[src/rtl/apb_pkg.sv]
// Shared definitions for the APB master: FSM state encoding and default parameters.
// Imported by the interface and the master itself so that both agree on default widths.
package apb_pkg;

    localparam int APB_DWIDTH  = 8;
    localparam int APB_AWIDTH  = 8;
    localparam int APB_TIMEOUT = 15;

    // Wide enough for the largest legal timeout (255).
    localparam int APB_WAIT_CNT_W = 8;

    typedef enum logic [1:0] {
        IDLE   = 2'd0,
        SETUP  = 2'd1,
        ACCESS = 2'd2
    } apb_state_e;

endpackage

[src/rtl/apb_master_if.sv]
// Bundles the command/response handshake and the APB bus signals of the master.
// The master modport is the view seen by apb_master; the slave modport is the opposite side.
interface apb_master_if
    import apb_pkg::*;
#(
    parameter int DWIDTH = APB_DWIDTH,
    parameter int AWIDTH = APB_AWIDTH
);

    logic              cmd_valid;
    logic              cmd_ready;
    logic              cmd_write;
    logic [AWIDTH-1:0] cmd_addr;
    logic [DWIDTH-1:0] cmd_wdata;

    logic              rsp_valid;
    logic [DWIDTH-1:0] rsp_rdata;
    logic              rsp_err;
    logic              rsp_timeout;

    logic              PSEL;
    logic              PENABLE;
    logic              PWRITE;
    logic [AWIDTH-1:0] PADDR;
    logic [DWIDTH-1:0] PWDATA;
    logic [DWIDTH-1:0] PRDATA;
    logic              PREADY;
    logic              PSLVERR;

    modport master (
        input  cmd_valid,
        input  cmd_write,
        input  cmd_addr,
        input  cmd_wdata,
        input  PRDATA,
        input  PREADY,
        input  PSLVERR,
        output cmd_ready,
        output rsp_valid,
        output rsp_rdata,
        output rsp_err,
        output rsp_timeout,
        output PSEL,
        output PENABLE,
        output PWRITE,
        output PADDR,
        output PWDATA
    );

    modport slave (
        output cmd_valid,
        output cmd_write,
        output cmd_addr,
        output cmd_wdata,
        output PRDATA,
        output PREADY,
        output PSLVERR,
        input  cmd_ready,
        input  rsp_valid,
        input  rsp_rdata,
        input  rsp_err,
        input  rsp_timeout,
        input  PSEL,
        input  PENABLE,
        input  PWRITE,
        input  PADDR,
        input  PWDATA
    );

endinterface

[src/rtl/apb_master.sv]
// Single-outstanding APB master: turns one command into an IDLE/SETUP/ACCESS transfer
// and reports completion, slave error or wait-state timeout with a one-cycle response pulse.
module apb_master
    import apb_pkg::*;
#(
    parameter int DWIDTH  = APB_DWIDTH,
    parameter int AWIDTH  = APB_AWIDTH,
    parameter int TIMEOUT = APB_TIMEOUT
) (
    input logic         PCLK,
    input logic         PRESETn,
    apb_master_if.master bus
);

    localparam logic [APB_WAIT_CNT_W-1:0] TIMEOUT_CNT = APB_WAIT_CNT_W'(TIMEOUT);

    apb_state_e                state_q, state_d;
    logic [APB_WAIT_CNT_W-1:0] wait_cnt_q, wait_cnt_d;

    logic              cmd_ready_q, cmd_ready_d;
    logic              psel_q, psel_d;
    logic              penable_q, penable_d;
    logic              pwrite_q, pwrite_d;
    logic [AWIDTH-1:0] paddr_q, paddr_d;
    logic [DWIDTH-1:0] pwdata_q, pwdata_d;

    logic              rsp_valid_q, rsp_valid_d;
    logic [DWIDTH-1:0] rsp_rdata_q, rsp_rdata_d;
    logic              rsp_err_q, rsp_err_d;
    logic              rsp_timeout_q, rsp_timeout_d;

    always_comb begin
        state_d       = state_q;
        wait_cnt_d    = wait_cnt_q;
        pwrite_d      = pwrite_q;
        paddr_d       = paddr_q;
        pwdata_d      = pwdata_q;
        rsp_valid_d   = 1'b0;
        rsp_rdata_d   = rsp_rdata_q;
        rsp_err_d     = rsp_err_q;
        rsp_timeout_d = rsp_timeout_q;

        case (state_q)
            IDLE: begin
                if (bus.cmd_valid && cmd_ready_q) begin
                    pwrite_d = bus.cmd_write;
                    paddr_d  = bus.cmd_addr;
                    pwdata_d = bus.cmd_wdata;
                    state_d  = SETUP;
                end
            end

            SETUP: begin
                wait_cnt_d = '0;
                state_d    = ACCESS;
            end

            ACCESS: begin
                // PREADY is checked first so a late ready still wins over the timeout.
                if (bus.PREADY) begin
                    state_d       = IDLE;
                    rsp_valid_d   = 1'b1;
                    rsp_rdata_d   = pwrite_q ? '0 : bus.PRDATA;
                    rsp_err_d     = bus.PSLVERR;
                    rsp_timeout_d = 1'b0;
                end else begin
                    wait_cnt_d = wait_cnt_q + 1'b1;
                    if (wait_cnt_d == TIMEOUT_CNT) begin
                        state_d       = IDLE;
                        rsp_valid_d   = 1'b1;
                        rsp_rdata_d   = '0;
                        rsp_err_d     = 1'b1;
                        rsp_timeout_d = 1'b1;
                    end
                end
            end

            default: begin
                state_d = IDLE;
            end
        endcase

        // Bus strobes and cmd_ready are registered versions of the next state.
        psel_d      = (state_d != IDLE);
        penable_d   = (state_d == ACCESS);
        cmd_ready_d = (state_d == IDLE);
    end

    always_ff @(posedge PCLK or negedge PRESETn) begin
        if (!PRESETn) begin
            state_q       <= IDLE;
            wait_cnt_q    <= '0;
            cmd_ready_q   <= 1'b1;
            psel_q        <= 1'b0;
            penable_q     <= 1'b0;
            pwrite_q      <= 1'b0;
            paddr_q       <= '0;
            pwdata_q      <= '0;
            rsp_valid_q   <= 1'b0;
            rsp_rdata_q   <= '0;
            rsp_err_q     <= 1'b0;
            rsp_timeout_q <= 1'b0;
        end else begin
            state_q       <= state_d;
            wait_cnt_q    <= wait_cnt_d;
            cmd_ready_q   <= cmd_ready_d;
            psel_q        <= psel_d;
            penable_q     <= penable_d;
            pwrite_q      <= pwrite_d;
            paddr_q       <= paddr_d;
            pwdata_q      <= pwdata_d;
            rsp_valid_q   <= rsp_valid_d;
            rsp_rdata_q   <= rsp_rdata_d;
            rsp_err_q     <= rsp_err_d;
            rsp_timeout_q <= rsp_timeout_d;
        end
    end

    assign bus.cmd_ready   = cmd_ready_q;
    assign bus.PSEL        = psel_q;
    assign bus.PENABLE     = penable_q;
    assign bus.PWRITE      = pwrite_q;
    assign bus.PADDR       = paddr_q;
    assign bus.PWDATA      = pwdata_q;
    assign bus.rsp_valid   = rsp_valid_q;
    assign bus.rsp_rdata   = rsp_rdata_q;
    assign bus.rsp_err     = rsp_err_q;
    assign bus.rsp_timeout = rsp_timeout_q;

endmodule

[src/flat_wrapper.sv]
// flat-port wrapper written by rule: the top's interface ports become plain ports
module apb_master_flat import apb_pkg::*;
#(
    parameter int DWIDTH  = APB_DWIDTH,
    parameter int AWIDTH  = APB_AWIDTH,
    parameter int TIMEOUT = APB_TIMEOUT
)
  (PCLK, PRESETn, bus_cmd_valid, bus_cmd_write, bus_cmd_addr, bus_cmd_wdata, bus_PRDATA, bus_PREADY, bus_PSLVERR, bus_cmd_ready, bus_rsp_valid, bus_rsp_rdata, bus_rsp_err, bus_rsp_timeout, bus_PSEL, bus_PENABLE, bus_PWRITE, bus_PADDR, bus_PWDATA);
  apb_master_if #(.DWIDTH(DWIDTH), .AWIDTH(AWIDTH)) bus_i ();
  input logic PCLK;
  input logic PRESETn;
  input wire logic [$bits(bus_i.cmd_valid)-1:0] bus_cmd_valid;
  input wire logic [$bits(bus_i.cmd_write)-1:0] bus_cmd_write;
  input wire logic [$bits(bus_i.cmd_addr)-1:0] bus_cmd_addr;
  input wire logic [$bits(bus_i.cmd_wdata)-1:0] bus_cmd_wdata;
  input wire logic [$bits(bus_i.PRDATA)-1:0] bus_PRDATA;
  input wire logic [$bits(bus_i.PREADY)-1:0] bus_PREADY;
  input wire logic [$bits(bus_i.PSLVERR)-1:0] bus_PSLVERR;
  output wire logic [$bits(bus_i.cmd_ready)-1:0] bus_cmd_ready;
  output wire logic [$bits(bus_i.rsp_valid)-1:0] bus_rsp_valid;
  output wire logic [$bits(bus_i.rsp_rdata)-1:0] bus_rsp_rdata;
  output wire logic [$bits(bus_i.rsp_err)-1:0] bus_rsp_err;
  output wire logic [$bits(bus_i.rsp_timeout)-1:0] bus_rsp_timeout;
  output wire logic [$bits(bus_i.PSEL)-1:0] bus_PSEL;
  output wire logic [$bits(bus_i.PENABLE)-1:0] bus_PENABLE;
  output wire logic [$bits(bus_i.PWRITE)-1:0] bus_PWRITE;
  output wire logic [$bits(bus_i.PADDR)-1:0] bus_PADDR;
  output wire logic [$bits(bus_i.PWDATA)-1:0] bus_PWDATA;
  assign bus_i.cmd_valid = bus_cmd_valid;
  assign bus_i.cmd_write = bus_cmd_write;
  assign bus_i.cmd_addr = bus_cmd_addr;
  assign bus_i.cmd_wdata = bus_cmd_wdata;
  assign bus_i.PRDATA = bus_PRDATA;
  assign bus_i.PREADY = bus_PREADY;
  assign bus_i.PSLVERR = bus_PSLVERR;
  assign bus_cmd_ready = bus_i.cmd_ready;
  assign bus_rsp_valid = bus_i.rsp_valid;
  assign bus_rsp_rdata = bus_i.rsp_rdata;
  assign bus_rsp_err = bus_i.rsp_err;
  assign bus_rsp_timeout = bus_i.rsp_timeout;
  assign bus_PSEL = bus_i.PSEL;
  assign bus_PENABLE = bus_i.PENABLE;
  assign bus_PWRITE = bus_i.PWRITE;
  assign bus_PADDR = bus_i.PADDR;
  assign bus_PWDATA = bus_i.PWDATA;
  apb_master #(.DWIDTH(DWIDTH), .AWIDTH(AWIDTH), .TIMEOUT(TIMEOUT)) u_core (.PCLK(PCLK), .PRESETn(PRESETn), .bus(bus_i));
endmodule
[config.mk]
export PLATFORM = sky130hd
export DESIGN_NAME = apb_master_flat
export DESIGN_NICKNAME = d
export VERILOG_FILES = /design/src/rtl/apb_pkg.sv /design/src/rtl/apb_master_if.sv /design/src/rtl/apb_master.sv /design/src/flat_wrapper.sv
export SDC_FILE = /design/constraint.sdc
export NUM_CORES = 1
export LEC_CHECK = 0
export CELL_PAD_IN_SITES_DETAIL_PLACEMENT = 1
export CELL_PAD_IN_SITES_GLOBAL_PLACEMENT = 2
export CORE_UTILIZATION = 28
export DETAILED_ROUTE_END_ITERATION = 10
export PLACE_DENSITY_LB_ADDON = 0.1
export SYNTH_ARGS = -nofsm -noshare
export SYNTH_HDL_FRONTEND = slang
export SYNTH_SLANG_ARGS = --single-unit
export TNS_END_PERCENT = 1
[constraint.sdc]
create_clock -name PCLK -period 2.35 [get_ports PCLK]
set_input_delay 0.3525 -clock PCLK [delete_from_list [all_inputs] [get_ports PCLK]]
set_output_delay 0.3525 -clock PCLK [all_outputs]
set_load 0.01 [all_outputs]
=== Word-level counts from Yosys, hierarchy flattened ===
Cells that the tools add are included.

* Bits in registers: 41
* Input bits: 30
* Output and inout bits: 31
* Word-level logic and storage cells: 42

* Add/subtract/negate cells: 1
* Eq/ne operators: 5
* Mux-type cells: 15
* Reduce and logical (&&, ||, !) cells: 9

{| class="wikitable"
|+ Operators with widths
! cell !! count
|-
| 8-bit 2-to-1 mux || 4
|-
| 8-bit case mux with 2 select lines || 1
|-
| 8-bit by 1-bit adder with 8-bit output (second input constant) || 1
|-
| 8-bit by 4-bit equality test with 1-bit output (second input constant) || 1
|-
| 1-bit 2-to-1 mux || 6
|-
| 2-bit 2-to-1 mux || 3
|-
| 2-bit case mux with 3 select lines || 1
|-
| 2-bit AND reduction || 3
|-
| 2-bit nonzero test || 3
|-
| 2-bit equality test (second input constant) || 2
|-
| 2-bit logical NOT || 2
|-
| 2-bit by 1-bit equality test with 1-bit output (second input constant) || 1
|-
| 2-bit inequality test (second input constant) || 1
|-
| 1-bit logical AND || 1
|}

=== Logic depth before layout (Yosys ltp) ===
* Depth in word-level cells: 6
* Mapped depth: 7
* Mapped depth without buffers: 6

=== Worst setup path before layout ===
No wires, ideal clock.

* Kind: reg2reg
* From: register u_core.wait_cnt_q[0]
* To: register u_core.rsp_err_q (netlist: u_core.bus.rsp_err)
* Library setup time: 124 ps
* Arrival time: 1585 ps
* Data required time: 2226 ps
* Slack: 641 ps
* Stages on the path, launching flop included: 8
* Buffers on the path: 1
* Period minus slack after synthesis: 1709 ps
* Cell sequence: dfrtp_1 > ha_1 > and3_1 > nand3_2 > mux2i_1 > nor2_1 > buf_6 > o31a_1

* Cells in the longest elaborated chain, start to end: 4

{| class="wikitable"
|+ RTL lines
! element !! RTL line !! source
|-
| start, declared || apb_master.sv:18 || <nowiki>logic [APB_WAIT_CNT_W-1:0] wait_cnt_q, wait_cnt_d;</nowiki>
|-
| start signal, assigned || apb_master.sv:105 || <nowiki>wait_cnt_q <= wait_cnt_d;</nowiki>
|-
| 8-bit by 1-bit adder with 8-bit output || apb_master.sv:67 || <nowiki>wait_cnt_d = wait_cnt_q + 1'b1;</nowiki>
|-
| 8-bit by 4-bit equality test with 1-bit output || apb_master.sv:68 || <nowiki>if (wait_cnt_d == TIMEOUT_CNT) begin</nowiki>
|-
| 2-bit nonzero test (no source line) || n/a ||
|-
| 2-bit AND reduction (no source line) || n/a ||
|-
| end signal, assigned || apb_master.sv:114 || <nowiki>rsp_err_q <= rsp_err_d;</nowiki>
|-
| end, declared || apb_master.sv:29 || <nowiki>logic rsp_err_q, rsp_err_d;</nowiki>
|}

No other way between the ends.
A chain may end at the register's enable or synchronous reset.

=== Final worst setup path ===
* From: register u_core.wait_cnt_q[1]
* To: register u_core.rsp_rdata_q[3] (netlist: u_core.bus.rsp_rdata[3])

* Cells in the longest elaborated chain, start to end: 4

{| class="wikitable"
|+ RTL lines
! element !! RTL line !! source
|-
| 8-bit by 1-bit adder with 8-bit output || apb_master.sv:67 ||
|-
| 8-bit by 4-bit equality test with 1-bit output || apb_master.sv:68 ||
|-
| 2-bit nonzero test (no source line) || n/a ||
|-
| 2-bit AND reduction (no source line) || n/a ||
|-
| end signal, assigned || apb_master.sv:113 || <nowiki>rsp_rdata_q <= rsp_rdata_d;</nowiki>
|-
| end, declared || apb_master.sv:28 || <nowiki>logic [DWIDTH-1:0] rsp_rdata_q, rsp_rdata_d;</nowiki>
|}

No other way between the ends.

==> metrics list <==
- After clock tree synthesis, the setup repair step added 0 buffers.
- Once detail routing completed, the nets flagged for antenna violations numbered 0.
* Via count of the first global-routing pass: 1802
- Worst Skew: 0.00472 ns
* Total I/O pin count: 61
* Clock root buffer: sky130_fd_sc_hd__clkbuf_8
* Drt via density: 5.03
* Number of pins exceeding their max-slew limit in the final report: 0
* Synthesis warning total: 0
- At the pin with the least slew margin, the transition time is 0.559 ns.
- Fraction of layout cells with a size suffix above 1: 15.0%
* Largest net degree at the start of global routing: 24
* Clock Latency Late Sink: 0.30 ns
- Setup slack of the most critical reg-to-reg path: 0.44 ns
- Worst ir drop on vdd: 490 uV
- Input and output buffers added on the ports amount to 60.
* Die width: 84.8 um
- TritonCTS built the clock tree.
- At the worst endpoint, the arrival time is 2.08 ns.
- Overall power consumption after layout is estimated at 3.15 mW.
- Final hold analysis gives a worst-case slack of 0.0365 ns.
- The floorplan has 29 rows.
- Worst min path class: in2async
* Syn_nets: 207
* Library cells used by synthesis: 36
- From synthesis to final layout, the design area changed by 41.2%.
* Setup TNS: 0 ns
- Multi-input logic area: 816 um2
* Hold bufs inserted after CTS: 0
* Number of instances resized during post-cts repair: 0
- Global route total overflow: 0
- Startpoint kind of the worst setup timing path: flop
- Endpoint of the most critical register-to-register path: u_core.bus.rsp_rdata[3]
- Longest Clk Path Bufs: 2
* Highest net fanout along the worst path: 11
* Result of the run: finished with violations
- Registers take 0.00103 mm2.
- After detailed routing, the total wire length is 5080 um.
- In this run the top signal layer used is met4.
- In this run, placement finished with an instance count of 309.
- The worst path uses 81.4% of the clock period.
- After detailed routing, the met3 layer carries 351 um of wire.
- The worst setup path is captured at a flop.
- Endpoints failing setup: 0
* Critical path class: reg2reg
- Flip-flop and latch count after synthesis: 41
* Critical path data required time: 2.52 ns
* Proportion of synthesized chip area in sequential cells: 53.5%
- Number of vias in the routed layout: 1596
* Antenna violations before repair: 0
* Leakage: 1.12 nW
* Critical register-to-register path startpoint: u_core.wait_cnt_q[1]
* Cells on worst reg2reg path: 6
- Endpoints failing hold: 0
- CTS built an H-tree with a depth of 2.
* Number of DRC markers in iteration 0: 74
- Final std cells w/o fill: 317
- Synthesis handed over a netlist of 175 instances.
* Routed WL per cell: 16.0 um
- Routed length on met1: 2180 um
* Gp weighted congestion: 0.829
- Based on the critical path, the design can be clocked at up to 523 MHz.
- Die boundary height: 84.8 um
* Number of fill cells: 705
- The repair_antennas step left the layout with diodes totalling 0.
- The tree built by TritonCTS fans out to 41 sinks.
- Measured against its own limit, the worst slew margin works out to 62.7%.
- Inserted Clock Buffers: 5
* Setup repair after global routing missed its margin: no
* Number of nets at the end of the flow: 271
- The library cell used most frequently in the layout, excluding fill and tap cells, is sky130_fd_sc_hd__clkdlybuf4s50_1.
- Post-synth design cell area: 0.00192 mm2
* Count of TritonRoute iterations in the first routing pass: 9
* Global-route wire length before repair: 8850 um
- Total half-perimeter wirelength after legalization and detailed placement: 3650 um
- Drt drc: 1
- Violated checks: design-rule violations
* Area inside the core boundary: 0.00649 mm2
- Die Outline Area: 0.00719 mm2
- Post-layout minimum cycle time: 1.91 ns
* Avg Cell Area, Syn: 11.0 um2
- Overall global routing resource usage: 15.7%
- Max-cap violations in this run came to 0.
- In this run the power density over the cells is 1160 mW/mm2.
- The initial utilization of the core area, before any placement, comes to 29.6%.
- CTS clock-pin slew for the worst setup and hold paths: 0.08 ns
- In the detailed route, the total length drawn on met2 is 2450 um.
- In the layout the commonest cells are 59 x sky130_fd_sc_hd__clkdlybuf4s50_1, 40 x sky130_fd_sc_hd__dfrtp_1, 23 x sky130_fd_sc_hd__nand2_1.
## cell usage after synthesis
master	instances	area, um2
sky130_fd_sc_hd__nor2b_1	2	12.5
sky130_fd_sc_hd__a21oi_1	4	20.0
sky130_fd_sc_hd__dfrtp_1	40	1000
sky130_fd_sc_hd__ha_1	2	25.0
sky130_fd_sc_hd__buf_1	1	3.75
sky130_fd_sc_hd__nand2_1	23	86.3
sky130_fd_sc_hd__mux2i_1	2	20.0
sky130_fd_sc_hd__dfstp_2	1	26.3
sky130_fd_sc_hd__clkbuf_1	2	7.51
sky130_fd_sc_hd__a22oi_1	8	60.1
sky130_fd_sc_hd__nand4_1	2	12.5
sky130_fd_sc_hd__o311ai_0	1	8.76
sky130_fd_sc_hd__o21a_1	2	15.0
sky130_fd_sc_hd__nand3_1	4	20.0
sky130_fd_sc_hd__buf_6	3	33.8
sky130_fd_sc_hd__and2_1	1	6.26
sky130_fd_sc_hd__or2b_1	1	7.51
sky130_fd_sc_hd__o22a_1	1	8.76
sky130_fd_sc_hd__and3_1	2	12.5
sky130_fd_sc_hd__nor3_1	3	15.0
sky130_fd_sc_hd__o31a_1	1	8.76
sky130_fd_sc_hd__xnor2_1	2	17.5
sky130_fd_sc_hd__nor2_1	9	33.8
sky130_fd_sc_hd__o21ai_0	14	70.1
sky130_fd_sc_hd__nor3_4	1	16.3
sky130_fd_sc_hd__buf_2	3	15.0
sky130_fd_sc_hd__and4b_1	1	10.0
sky130_fd_sc_hd__buf_4	1	7.51
sky130_fd_sc_hd__a32o_1	4	40.0
sky130_fd_sc_hd__inv_1	3	11.3
sky130_fd_sc_hd__nand3_2	1	10.0
sky130_fd_sc_hd__o211ai_1	2	15.0
sky130_fd_sc_hd__o21ai_1	1	5.00
sky130_fd_sc_hd__o41ai_1	1	8.76
sky130_fd_sc_hd__mux2_2	17	191
sky130_fd_sc_hd__nand2b_1	9	56.3
## report_power, final
part,leakage [nW],internal (mW),total (mW),switching (mW)
Clock,0.0554,0.319,0.579,0.259
Combinational,0.572,0.796,1.37,0.579
Sequential,0.493,0.994,1.20,0.207
## state kept, by name, indices dropped and copies added (netlist names)
register and count:
u_core.wait_cnt_q 8, u_core.bus.rsp_rdata 8, u_core.bus.PWDATA 8, u_core.bus.PWRITE 1
u_core.bus.rsp_timeout 1, u_core.bus.rsp_valid 1, u_core.state_q 2, u_core.bus.PENABLE 1
u_core.bus.cmd_ready 1, u_core.bus.rsp_err 1, u_core.bus.PSEL 1, u_core.bus.PADDR 8
## through the flow
step	setup WS, ns	util, %	instance area (um2)
global placement	0.373	40.0	2600
finish	0.437	41.7	2710
CTS	0.215	41.7	2710
floorplan	0.641	-	1920
global route	0.197	41.7	2710
detailed placement	0.212	40.0	2600
## per-layer routing
| metal | global-route usage [%] | up-vias |
|---|---|---|
| li1 | - | 747 |
| met1 | 18.3 | 789 |
| met2 | 26.6 | 50 |
| met3 | 5.80 | 10 |
| met4 | 5.08 | 0 |
| met5 | 0 | - |
## worst max-delay path: stages (launching register included)
cell,delay (ns)
sky130_fd_sc_hd__dfrtp_1,0.46
sky130_fd_sc_hd__ha_1,0.31
sky130_fd_sc_hd__and3_1,0.20
sky130_fd_sc_hd__nand3_2,0.10
sky130_fd_sc_hd__mux2i_1,0.18
sky130_fd_sc_hd__nor2_2,0.37
sky130_fd_sc_hd__o21ai_0,0.17
## final cells by class
cell class / count / share of cell area [%]
sequential: 41 / 37.9
multi-input combinational: 121 / 30.1
timing repair buffer: 67 / 23.9
tap: 77 / 3.55
clock buffer: 6 / 2.68
clock inverter: 2 / 1.43
inverter: 3 / 0.416
## logic make-up (layout without fill, tap and decap cells)
kind of cell	count (synthesis)	after routing	share of synthesized area (%)
simple gates	59	59	15.6
fa+ha+maj	2	2	1.30
xor+xnor	2	2	0.913
mux	19	19	11.0
flops	41	41	53.5
buf+inv	13	78	4.11
compound gates	39	39	13.6
## how the worst max path moves through the flow
stage                               startpoint                      end  slack (ns)  cells after the start
final                     u_core.wait_cnt_q[1]  u_core.bus.rsp_rdata[3]        0.44                      6
after floorplan           u_core.wait_cnt_q[0]       u_core.bus.rsp_err        0.64                      7
after global routing      u_core.wait_cnt_q[1]  u_core.bus.rsp_rdata[4]        0.20                      6
after CTS                 u_core.wait_cnt_q[1]  u_core.bus.rsp_rdata[1]        0.21                      6
after global placement    u_core.wait_cnt_q[1]  u_core.bus.rsp_rdata[7]        0.37                      6
after detailed placement  u_core.wait_cnt_q[1]  u_core.bus.rsp_rdata[7]        0.21                      6
(Power assumes the default switching activity.)
